===== src/rtl/msrh_lsu_pkg.sv =====
// Shared LSU/L2 request types: command codes, request/response payloads,
// responder FSM states and a line-alignment helper.
package msrh_lsu_pkg;

  localparam int PADDR_W         = 32;
  localparam int DCACHE_DATA_B_W = 16;
  localparam int L2_CMD_TAG_W    = 4;
  localparam int LINE_DATA_W     = DCACHE_DATA_B_W * 8;

  typedef logic [1:0] l2_cmd_t;
  localparam l2_cmd_t M_XRD = 2'd0;
  localparam l2_cmd_t M_XWR = 2'd1;

  typedef struct packed {
    l2_cmd_t                    cmd;
    logic [PADDR_W-1:0]         addr;
    logic [L2_CMD_TAG_W-1:0]    tag;
    logic [LINE_DATA_W-1:0]     data;
    logic [DCACHE_DATA_B_W-1:0] byte_en;
  } l2_req_t;

  typedef struct packed {
    logic [L2_CMD_TAG_W-1:0] tag;
    logic [LINE_DATA_W-1:0]  data;
  } l2_resp_t;

  typedef enum logic [1:0] {IDLE, ISSUE, WAIT_RD, RESP} state_t;

  localparam logic [PADDR_W-1:0] LINE_OFS_MASK = PADDR_W'(DCACHE_DATA_B_W - 1);

  // Clear the byte-within-line offset bits.
  function automatic logic [PADDR_W-1:0] line_align(input logic [PADDR_W-1:0] a);
    return a & ~LINE_OFS_MASK;
  endfunction

endpackage


===== src/rtl/msrh_l2_req_fifo.sv =====
// In-order request FIFO. Pointers carry one extra wrap bit so full and
// empty are told apart without a separate count.
module msrh_l2_req_fifo
  import msrh_lsu_pkg::*;
#(
  parameter int DEPTH = 4
) (
  input  logic    i_clk,
  input  logic    i_reset_n,
  input  logic    i_push,
  input  l2_req_t i_data,
  input  logic    i_pop,
  output logic    o_full,
  output logic    o_empty,
  output l2_req_t o_head
);

  localparam int PW = $clog2(DEPTH);

  logic [PW:0] wr_ptr_q, rd_ptr_q;
  l2_req_t     mem_q [DEPTH];

  assign o_empty = (wr_ptr_q == rd_ptr_q);
  assign o_full  = (wr_ptr_q[PW] != rd_ptr_q[PW]) &&
                   (wr_ptr_q[PW-1:0] == rd_ptr_q[PW-1:0]);
  assign o_head  = mem_q[rd_ptr_q[PW-1:0]];

  // Pointer advance on push/pop; cleared immediately by reset.
  always_ff @(posedge i_clk or negedge i_reset_n) begin
    if (!i_reset_n) begin
      wr_ptr_q <= '0;
      rd_ptr_q <= '0;
    end else begin
      if (i_push) wr_ptr_q <= wr_ptr_q + 1'b1;
      if (i_pop)  rd_ptr_q <= rd_ptr_q + 1'b1;
    end
  end

  // Entry storage; contents are only meaningful between the pointers.
  always_ff @(posedge i_clk) begin
    if (i_push) mem_q[wr_ptr_q[PW-1:0]] <= i_data;
  end

endmodule


===== src/rtl/msrh_l2_req_responder.sv =====
// L2-side responder: queues L1D write-backs and line reads, runs them one
// at a time against the backing memory, and returns read lines in order.
module msrh_l2_req_responder
  import msrh_lsu_pkg::*;
#(
  parameter int REQ_DEPTH = 4,
  parameter int ADDR_W    = PADDR_W
) (
  input  logic                       i_clk,
  input  logic                       i_reset_n,
  input  logic                       i_l2_req_valid,
  output logic                       o_l2_req_ready,
  input  l2_req_t                    i_l2_req_payload,
  output logic                       o_l2_resp_valid,
  input  logic                       i_l2_resp_ready,
  output l2_resp_t                   o_l2_resp_payload,
  output logic                       o_mem_req_valid,
  input  logic                       i_mem_req_ready,
  output logic                       o_mem_we,
  output logic [ADDR_W-1:0]          o_mem_addr,
  output logic [LINE_DATA_W-1:0]     o_mem_wdata,
  output logic [DCACHE_DATA_B_W-1:0] o_mem_be,
  input  logic                       i_mem_rd_valid,
  input  logic [LINE_DATA_W-1:0]     i_mem_rd_data
);

  state_t                 state_q;
  logic [LINE_DATA_W-1:0] rdata_q;

  logic    full, empty, push, pop, cmd_ok, head_wr;
  l2_req_t head, push_data;

  // Ready depends only on registered FIFO state, so a full FIFO that pops
  // this cycle still refuses the incoming request.
  assign o_l2_req_ready = !full;
  assign push           = i_l2_req_valid && !full;

  // Requests are stored already line-aligned.
  always_comb begin
    push_data      = i_l2_req_payload;
    push_data.addr = line_align(i_l2_req_payload.addr);
  end

  assign head_wr = (head.cmd == M_XWR);
  assign cmd_ok  = head_wr || (head.cmd == M_XRD);

  // Unknown commands are discarded at the head; writes retire on memory
  // accept (posted); reads retire when the response is taken.
  assign pop = (state_q == IDLE  && !empty && !cmd_ok) ||
               (state_q == ISSUE && i_mem_req_ready && head_wr) ||
               (state_q == RESP  && i_l2_resp_ready);

  msrh_l2_req_fifo #(.DEPTH(REQ_DEPTH)) u_fifo (
    .i_clk     (i_clk),
    .i_reset_n (i_reset_n),
    .i_push    (push),
    .i_data    (push_data),
    .i_pop     (pop),
    .o_full    (full),
    .o_empty   (empty),
    .o_head    (head)
  );

  // Head-of-queue sequencer with captured read data; only WAIT_RD listens
  // to read returns, so stray ones (e.g. after reset) are dropped.
  always_ff @(posedge i_clk or negedge i_reset_n) begin
    if (!i_reset_n) begin
      state_q <= IDLE;
      rdata_q <= '0;
    end else begin
      case (state_q)
        IDLE:    if (!empty && cmd_ok) state_q <= ISSUE;
        ISSUE:   if (i_mem_req_ready) state_q <= head_wr ? IDLE : WAIT_RD;
        WAIT_RD: if (i_mem_rd_valid) begin
                   rdata_q <= i_mem_rd_data;
                   state_q <= RESP;
                 end
        RESP:    if (i_l2_resp_ready) state_q <= IDLE;
        default: state_q <= IDLE;
      endcase
    end
  end

  // Memory port: fields come straight from the held head entry, zero when idle.
  assign o_mem_req_valid = (state_q == ISSUE);
  assign o_mem_we        = o_mem_req_valid && head_wr;
  assign o_mem_addr      = o_mem_req_valid ? ADDR_W'(head.addr) : '0;
  assign o_mem_wdata     = o_mem_we ? head.data : '0;
  assign o_mem_be        = o_mem_we ? head.byte_en : '0;

  // Response: head and capture register do not move until the pop, so the
  // payload stays stable under backpressure.
  assign o_l2_resp_valid        = (state_q == RESP);
  assign o_l2_resp_payload.tag  = o_l2_resp_valid ? head.tag : '0;
  assign o_l2_resp_payload.data = o_l2_resp_valid ? rdata_q : '0;

endmodule


===== config.mk =====
export PLATFORM = sky130hd
export DESIGN_NAME = msrh_l2_req_responder
export DESIGN_NICKNAME = d
export VERILOG_FILES = /design/src/rtl/msrh_lsu_pkg.sv /design/src/rtl/msrh_l2_req_fifo.sv /design/src/rtl/msrh_l2_req_responder.sv
export SDC_FILE = /design/constraint.sdc
export NUM_CORES = 1
export LEC_CHECK = 0
export ABC_AREA = 1
export CORE_ASPECT_RATIO = 2
export CORE_MARGIN = 4
export CORE_UTILIZATION = 38
export DETAILED_ROUTE_END_ITERATION = 7
export PLACE_DENSITY = 0.66
export SLEW_MARGIN = 30
export SYNTH_ARGS = -nofsm -noshare
export SYNTH_HDL_FRONTEND = slang
export SYNTH_HIERARCHICAL = 1
export SYNTH_SLANG_ARGS = --single-unit

===== constraint.sdc =====
create_clock -name i_clk -period 7.5 [get_ports i_clk]
set_input_delay 1.5 -clock i_clk [delete_from_list [all_inputs] [get_ports i_clk]]
set_output_delay 1.5 -clock i_clk [all_outputs]
set_load 0.01 [all_outputs]

After elaboration in Yosys (flattened, before gate mapping). Memory sizes are Yosys's and may differ from the RTL's. Index checks and enable logic that the tools add are counted. Widths: inputs -> output; s select.

ROM bits: 0. Bits in latches: 0. Memory bits (writable): 712. Bits of input ports: 316. Register bits after elaboration: 136. Logic and storage cells: 50. Memories: 1.

Add/sub/neg operators: 2. Multipliers: 0. Reduce and logical (&&, ||, !) cells: 19. Multiplexer cells: 13. Equal/unequal tests: 11. Div/mod/pow operators: 0. $lt $le $gt $ge: 0. Shift operators: 0. Bitwise logic cells: 0.

Memory list: u_fifo.mem_q (depth 4, bits a word 178, rd ports 1, clocked after Yosys merged registers in 0, wr ports 1, line msrh_l2_req_fifo.sv:21) `l2_req_t mem_q [DEPTH];`.

Operators with widths (count): $mux 128 (2); $mux 32 (1); $mux 16 (1); $mux 2 (5); $logic_and 1x1->1 (9); $pmux 2 s4 (1); $add 3x1->3 const B (2); $ne 2x1->1 const B (3); $eq 2x1->1 const B (2); $eq 2x2->1 const B (2); $logic_not 2->1 (2); $mux 4 (1); $reduce_and 4->1 (1); $eq 3x3->1 (1); $logic_not 1->1 (3); $logic_or 1x1->1 (3); $eq 2x2->1 (1); $mux 1 (2); $ne 2x2->1 const B (1); $reduce_and 2->1 (1); $ne 1x1->1 (1).

Depth between registers and ports, before layout. Gate-level depths: netlist of the first run. An unclocked memory read counts as a cell.

Word-level depth: 7. Gate-level depth with buffers: 14. Depth with buffers taken out: 13.

Modules after synthesis. The synthesis of the first run kept the hierarchy.

Modules (own cells, without submodules): msrh_l2_req_fifo (instances 1, cells an instance 2165, seq. area each 22011.1 um2, area an instance 29050.4 um2); msrh_l2_req_responder (instances 1, cells an instance 1100, seq. area each 3253.1 um2, area an instance 7150.6 um2).

Worst setup path after synthesis of the first run. Ideal clock, no wire load.

Path kind: in2reg. Start: input port i_l2_req_valid. End: memory u_fifo/mem_q[3][0] in the netlist's numbering (enable). Stages on the path: 5. Path slack: 1.513 ns. Setup time: 0.534 ns. Arrival: 5.453 ns. Required time: 6.966 ns. Cell sequence: inv_1 > nor2_1 > clkbuf_1 > nand2_1 > inv_1.

Word-level cells in the longest chain between the ends: 3.

Ends and longest elaborated chain: from (decl) (line msrh_l2_req_responder.sv:11) `input logic i_l2_req_valid,`; $logic_and 1x1->1 (line msrh_l2_req_responder.sv:36) `assign push = i_l2_req_valid && !full;`; net push (line msrh_l2_req_responder.sv:30) `logic full, empty, push, pop, cmd_ok, head_wr;`; $mux 1 (line msrh_l2_req_fifo.sv:41) `if (i_push) mem_q[wr_ptr_q[PW-1:0]] <= i_data;`; $mux 1 (not written as such) (line msrh_l2_req_fifo.sv:41); to (decl) (line msrh_l2_req_fifo.sv:21).

The timed path passes the listed nets, and every way through them passes these cells.

==> results of run 1 <==
## worst max-delay path: stages (launching register included)
cell and delay [ns]:
dfrtp_4 0.78, inv_6 0.62, o211ai_1 0.18, nand2_1 0.23, inv_1 0.09, nand2_1 0.14
nor2_4 0.08, inv_6 0.60, buf_4 0.41, nor2_1 0.08, clkdlybuf4s50_1 0.49
## power by group
group | total [W] | switching [W] | leakage [nW] | internal (W)
logic | 0.00635 | 0.00407 | 9.68 | 0.00229
registers | 0.00684 | 0.000344 | 8.12 | 0.00650
clock network | 0.00393 | 0.00177 | 1.24 | 0.00216
total | 0.0171 | 0.00618 | 19.0 | 0.0109
## per-layer routing
layer	wire, um	share of wire	up-vias	GRT usage
li1	-	-	11800	-
met1	34900	0.37	11500	0.198
met2	48400	0.52	735	0.327
met3	7170	0.076	147	0.0479
met4	3270	0.035	10	0.0783
met5	64	0.00068	-	0
## flip-flops by register name, summed over array words and instances (netlist names), named ones only
name	cells
u_fifo/wr_ptr_q	3
rdata_q	128
u_fifo/mem_q	728
state_q	1
u_fifo/rd_ptr_q	3
## per-stage QoR
stage	hold WS [ns]	utilization	power, W	std cells
CTS	0.513	0.487	0.0174	5095
finish	0.509	0.487	0.0171	5111
global placement	0.496	0.460	0.0133	4952
global route	0.534	0.487	0.0183	5107
detailed placement	0.498	0.460	0.0134	4953
floorplan	0.466	-	0.0109	3280
## logic make-up (layout without fill, tap and decap cells)
group                    count (synthesis)  after routing  share of synthesized area
AO/OA/AOI/OAI                          495            495                     0.0937
XOR/XNOR                                 6              6                    0.00145
adder cells (fa/ha/maj)                  5              5                    0.00173
buffers and inverters                  876           1484                     0.0990
flip-flops                             864            864                      0.698
other                                    1             32                   0.000104
AND/OR/NAND/NOR                       1018           1018                      0.106
## final cells by class
type / instances / area (um2)
inverters: 693 / 2640
clock buffers: 96 / 2070
well taps: 1207 / 1510
flip-flops and latches: 864 / 25300
repair buffers: 649 / 6550
diodes: 16 / 40.0
multi-input cells: 1540 / 7430
fillers: 8416 / 48400
clock inverters: 46 / 412
## synth_stat cells
cell type	count	share of area
nand2_2	1	0.00017
inv_2	3	0.00031
clkbuf_1	11	0.0011
conb_1	1	0.00010
edfxtp_1	728	0.60
nand3_1	5	0.00069
o21ai_1	1	0.00014
xnor2_1	3	0.00073
buf_6	9	0.0028
buf_1	3	0.00031
o21ai_0	1	0.00014
xor2_1	3	0.00073
ha_1	5	0.0017
inv_1	690	0.072
clkbuf_2	1	0.00014
o211ai_1	365	0.076
a21oi_1	128	0.018
buf_4	11	0.0023
buf_2	148	0.020
nor2_1	441	0.046
nand3_2	1	0.00028
nor2_4	1	0.00031
nand2_1	569	0.059
dfrtp_1	136	0.094
## final timing paths
kind                                           startpoint                              to  slack [ns]  depth (start not counted)
min reg2reg                u_fifo/wr_ptr_q[2]$_DFFE_PN0P_  u_fifo/wr_ptr_q[2]$_DFFE_PN0P_        0.51                          1
min                        u_fifo/wr_ptr_q[2]$_DFFE_PN0P_  u_fifo/wr_ptr_q[2]$_DFFE_PN0P_        0.51                          1
max                        u_fifo/rd_ptr_q[1]$_DFFE_PN0P_                o_mem_wdata[111]        1.53                         10
max reg2reg                u_fifo/rd_ptr_q[1]$_DFFE_PN0P_  u_fifo/mem_q[2][113]$_DFFE_PP_        3.33                          9
min in group asynchronous                       i_reset_n        rdata_q[106]$_DFFE_PN0P_        0.83                          1
max in group asynchronous                       i_reset_n         rdata_q[29]$_DFFE_PN0P_        5.28                          2
==> impl_metrics.py, run 1 <==
metrics = {
    "clocking": {
        "cts.repair.resized": 0,
        "clk_latency_ns": 0.65,
        "cts_tree": "built",
        "clk_pin_slew_ns": 0.07,
        "cts_hold_buffers": 0,
        "cts_setup_buffers": 0,
        "htree_levels": 3,
        "clockBufferDepth": 3,
        "clockRootBuffer": "clkbuf_16",
        "cts_buffers": 78,
        "clkSinkCount": 864,
    },
    "timing": {
        "relSlewSlack": 0.283,
        "finalSetupViolCount": 0,
        "fmax_mhz": 168,
        "fin_ws_ns": 1.53,
        "fin_worst_skew_ns": 0.0237,
        "rsz0062_at_grt": "no",
        "tightest_slew_ns": 1.08,
        "finalSetupTns_ns": 0,
        "hold_viol_final": 0,
        "fin_crit_ns": 5.97,
        "drv_slew": 0,
        "finalCritPeriodShare": 0.796,
    },
    "final_layout": {
        "drive_gt1_frac": 0.0406,
        "mostFrequentLayoutCell": "edfxtp_1",
        "final_cell_mix": "728 x edfxtp_1, 686 x inv_1, 622 x clkdlybuf4s50_1",
        "finish.instance_area_um2": 45900,
        "syn_to_final_growth_pct": 26.9,
        "layout.nets": 4147,
    },
    "route": {
        "drt_iter0_markers": 1292,
        "viasPerCell": 4.72,
        "firstDrtPassIters": 5,
        "routed_wl_mm": 93.8,
        "vias": 24100,
        "drt_drc_violations_left": 0,
        "post_drt_wl_per_cell_um": 18.4,
        "antenna_left": 0,
    },
    "placement": {
        "place_congestion": 0.788,
        "dpl_cell_area_um2": 43400,
        "hpwl_mm": 60.7,
        "numPortBuffers": 623,
        "dp_slack_ns": 2.04,
    },
    "synth": {
        "yosys_warnings": 6,
        "synth_seq_cells": 864,
        "ys_types": 24,
        "avgSynthCellArea_um2": 11.1,
        "syn-cell-area_um2": 36200,
        "yosysSeqAreaShare": 0.698,
        "syn-instance-count": 3265,
    },
    "die": {
        "die_x_um": 226,
        "rows": 159,
        "start_util": 0.384,
        "coreArea_um2": 94300,
        "die_h_um": 445,
        "dieArea_um2": 101000,
        "io_pins": 628,
    },
    "global_routing": {
        "antenna_found_initial": 20,
        "track_usage": 0.181,
        "grt_pass1_vias": 24100,
        "grt_first_pass_wirelength_mm": 140,
        "grt_max_degree": 201,
        "overflow": 0,
    },
    "critical_path": {
        "worstSetupPathType": "reg2out",
        "cp-start-kind": "register",
        "cp_max_fo": 86,
        "crit_path_end_kind": "primary output",
        "required_ns": 6.00,
        "critPathArrivalTime_ns": 4.47,
    },
    "outcome": {
        "status": "complete, no violations",
    },
    "run": {
        "maxCapViolCount": 0,
    },
    "power": {
        "leakage_nw": 19.0,
        "p_per_area_nw_per_um2": 373,
        "ir_worst_vdd_mv": 0.311,
    },
    "hold_path": {
        "hold_path_class": "reg2reg",
    },
}
No activity file was read; power rests on OpenSTA's default activity.
==> run 2, diff against run 1 <==
- PLACE_DENSITY: 0.66 -> 0.68
- clock period: 7.5 -> 4.95 ns (I/O delays scaled with it)
==> run 2 against run 1 <==
Net effect:
- global-route usage down 0.14 points
- first-iteration DRC count down 4.9%
- combinational power up 53%
- largest cell class unchanged
- routed wire length down 0.84%
- via count up 0.16%
- critical path depth down 3
- sequential cell count unchanged
- die area unchanged
- sequential share of layout area down 0.39 points
- sequential power up 51%
- largest power group unchanged
- clock power up 52%
==> impl_metrics.py, run 2 (synthesized netlist as in run 1, its figures left out) <==
metrics = {
    "outcome": {
        "status": "complete, no violations",
    },
    "timing": {
        "finalSetupViolCount": 0,
        "fin_worst_skew_ns": 0.0148,
        "tightest_slew_ns": 0.954,
        "finalCritPeriodShare": 0.927,
        "relSlewSlack": 0.364,
        "rsz0062_at_grt": "no",
        "whs_ns": 0.290,
        "fmax_mhz": 218,
        "hold_viol_final": 0,
        "fin_ws_ns": 0.361,
        "drv_slew": 0,
        "finalSetupTns_ns": 0,
        "fin_crit_ns": 4.59,
    },
    "final_layout": {
        "mostFrequentLayoutCell": "edfxtp_1",
        "final_cell_mix": "728 x edfxtp_1, 686 x inv_1, 622 x clkdlybuf4s50_1",
        "finish.instance_area_um2": 46300,
        "layout.nets": 4166,
        "syn_to_final_growth_pct": 27.8,
        "drive_gt1_frac": 0.0433,
        "largest_reg_flops": 728,
    },
    "placement": {
        "numPortBuffers": 623,
        "dpl_cell_area_um2": 43700,
        "dp_slack_ns": 0.962,
        "hpwl_mm": 61.5,
        "place_congestion": 0.788,
    },
    "power": {
        "p_per_area_nw_per_um2": 562,
        "power.internal_w": 0.0168,
        "power_w": 0.0260,
        "leakage_nw": 19.1,
        "p_switching_w": 0.00923,
        "clkPwrFrac": 0.230,
        "power_frac_comb": 0.373,
        "seq_power_share": 0.397,
        "switching_share": 0.355,
        "ir_worst_vdd_mv": 0.506,
    },
    "clocking": {
        "clockBufferDepth": 3,
        "cts_buffers": 78,
        "clk_latency_ns": 0.67,
        "cts_tree": "built",
        "htree_levels": 3,
        "cts_hold_buffers": 0,
        "clkSinkCount": 864,
        "clk_pin_slew_ns": 0.07,
        "cts_setup_buffers": 0,
        "clockRootBuffer": "clkbuf_16",
        "cts.repair.resized": 0,
    },
    "die": {
        "coreArea_um2": 94300,
        "rows": 159,
        "die_h_um": 445,
        "start_util": 0.384,
        "dieArea_um2": 101000,
        "die_x_um": 226,
        "io_pins": 628,
    },
    "route": {
        "post_drt_wl_per_cell_um": 18.2,
        "firstDrtPassIters": 5,
        "viasPerCell": 4.71,
        "drt_iter0_markers": 1229,
        "drt_drc_violations_left": 0,
        "vias": 24100,
        "antenna_left": 0,
        "routed_wl_mm": 93.1,
    },
    "global_routing": {
        "use_met1": 0.193,
        "track_usage": 0.180,
        "grt_max_degree": 253,
        "grtUsageMet2": 0.331,
        "antenna_found_initial": 22,
        "overflow": 0,
        "grt_pass1_vias": 23700,
        "met3_usage": 0.0501,
        "busiest_layer": "met2",
        "grt_first_pass_wirelength_mm": 138,
    },
    "critical_path": {
        "critPathArrivalTime_ns": 3.60,
        "required_ns": 3.96,
        "r2r-start": "u_fifo/rd_ptr_q[1]$_DFFE_PN0P_",
        "timing.rr.end": "u_fifo/mem_q[0][116]$_DFFE_PP_",
        "cp-start-kind": "register",
        "critPathMostFrequentCell": "buf_4",
        "max_stage_delay_ns": 0.71,
        "reg2reg_depth": 10,
        "rrSetupSlack_ns": 1.29,
        "cp_max_fo": 68,
        "crit_slowest_cell": "dfrtp_4",
        "crit_chain": "buf_4 -> buf_4 -> o211ai_1 -> nand2_1 -> inv_1 -> nor2_1 -> clkdlybuf4s50_1",
        "crit_path_end_kind": "primary output",
        "worstSetupPathType": "reg2out",
    },
    "run": {
        "maxCapViolCount": 0,
    },
    "hold_path": {
        "hold_path_class": "in2async",
    },
}
[run 2: cell types whose count changed in the layout (fill, tap and decap cells not counted), moves of 2 or more]
cell        previous run  this run
buf_6                  3         1
buf_4                 16        21
clkinv_2              18         8
clkinvlp_4             0         7
clkinv_4               1         3
clkbuf_8               5         1
inv_8                  4         0
diode_2               16        11
clkbuf_1              12        20
clkinv_1              12        10
buf_12                 7        23
inv_6                  9         5
inv_16                 2         5
[run 2: layout make-up]
cell class	instances	area, um2
clock buffers	102	2080
flip-flops and latches	864	25300
well taps	1207	1510
clock inverters	38	433
diodes	11	27.5
multi-input cells	1540	7420
repair buffers	668	6880
inverters	693	2630
fillers	8245	48000
[run 2: worst max path at each step]
stage | to | slack [ns] | cells past startpoint | startpoint
3_5_place_dp | o_mem_wdata[38] | 0.96 | 7 | u_fifo/rd_ptr_q[0]$_DFFE_PN0P_
2_1_floorplan | u_fifo/mem_q[3][0]$_DFFE_PP_ | 0.48 | 9 | u_fifo/rd_ptr_q[0]$_DFFE_PN0P_
5_1_grt | o_mem_wdata[37] | 0.05 | 7 | u_fifo/rd_ptr_q[0]$_DFFE_PN0P_
6_report | o_mem_wdata[37] | 0.36 | 7 | u_fifo/rd_ptr_q[0]$_DFFE_PN0P_
3_3_place_gp | o_mem_wdata[38] | 0.97 | 7 | u_fifo/rd_ptr_q[0]$_DFFE_PN0P_
4_1_cts | o_mem_wdata[38] | 0.22 | 7 | u_fifo/rd_ptr_q[0]$_DFFE_PN0P_
[run 2: power groups by stage]
stage               clock (W)  combinational (W)  sequential (W)
finish                0.00596            0.00969          0.0103
global route          0.00643             0.0108          0.0105
CTS                   0.00615            0.00990          0.0103
detailed placement          0            0.00984          0.0105
global placement            0            0.00973          0.0104
floorplan                   0            0.00600          0.0104
[run 2: metal layers]
| layer | vias up | part of all wire |
|---|---|---|
| met5 | - | 0.0015 |
| met4 | 22 | 0.033 |
| met3 | 149 | 0.079 |
| met2 | 737 | 0.52 |
| met1 | 11400 | 0.37 |
| li1 | 11800 | - |
[run 2: per-stage QoR]
step                utilization  instances
finish                    0.491       5123
global route              0.490       5121
CTS                       0.490       5111
detailed placement        0.463       4971
global placement          0.463       4971
floorplan                     -       3280
[run 2: critical path, delay by kind of cell, from the launching register on]
kind / cells / cell delay [ns]
compound gates: 1 / 0.18
simple gates: 2 / 0.18
buf+inv: 4 / 1.83
flops: 1 / 0.71
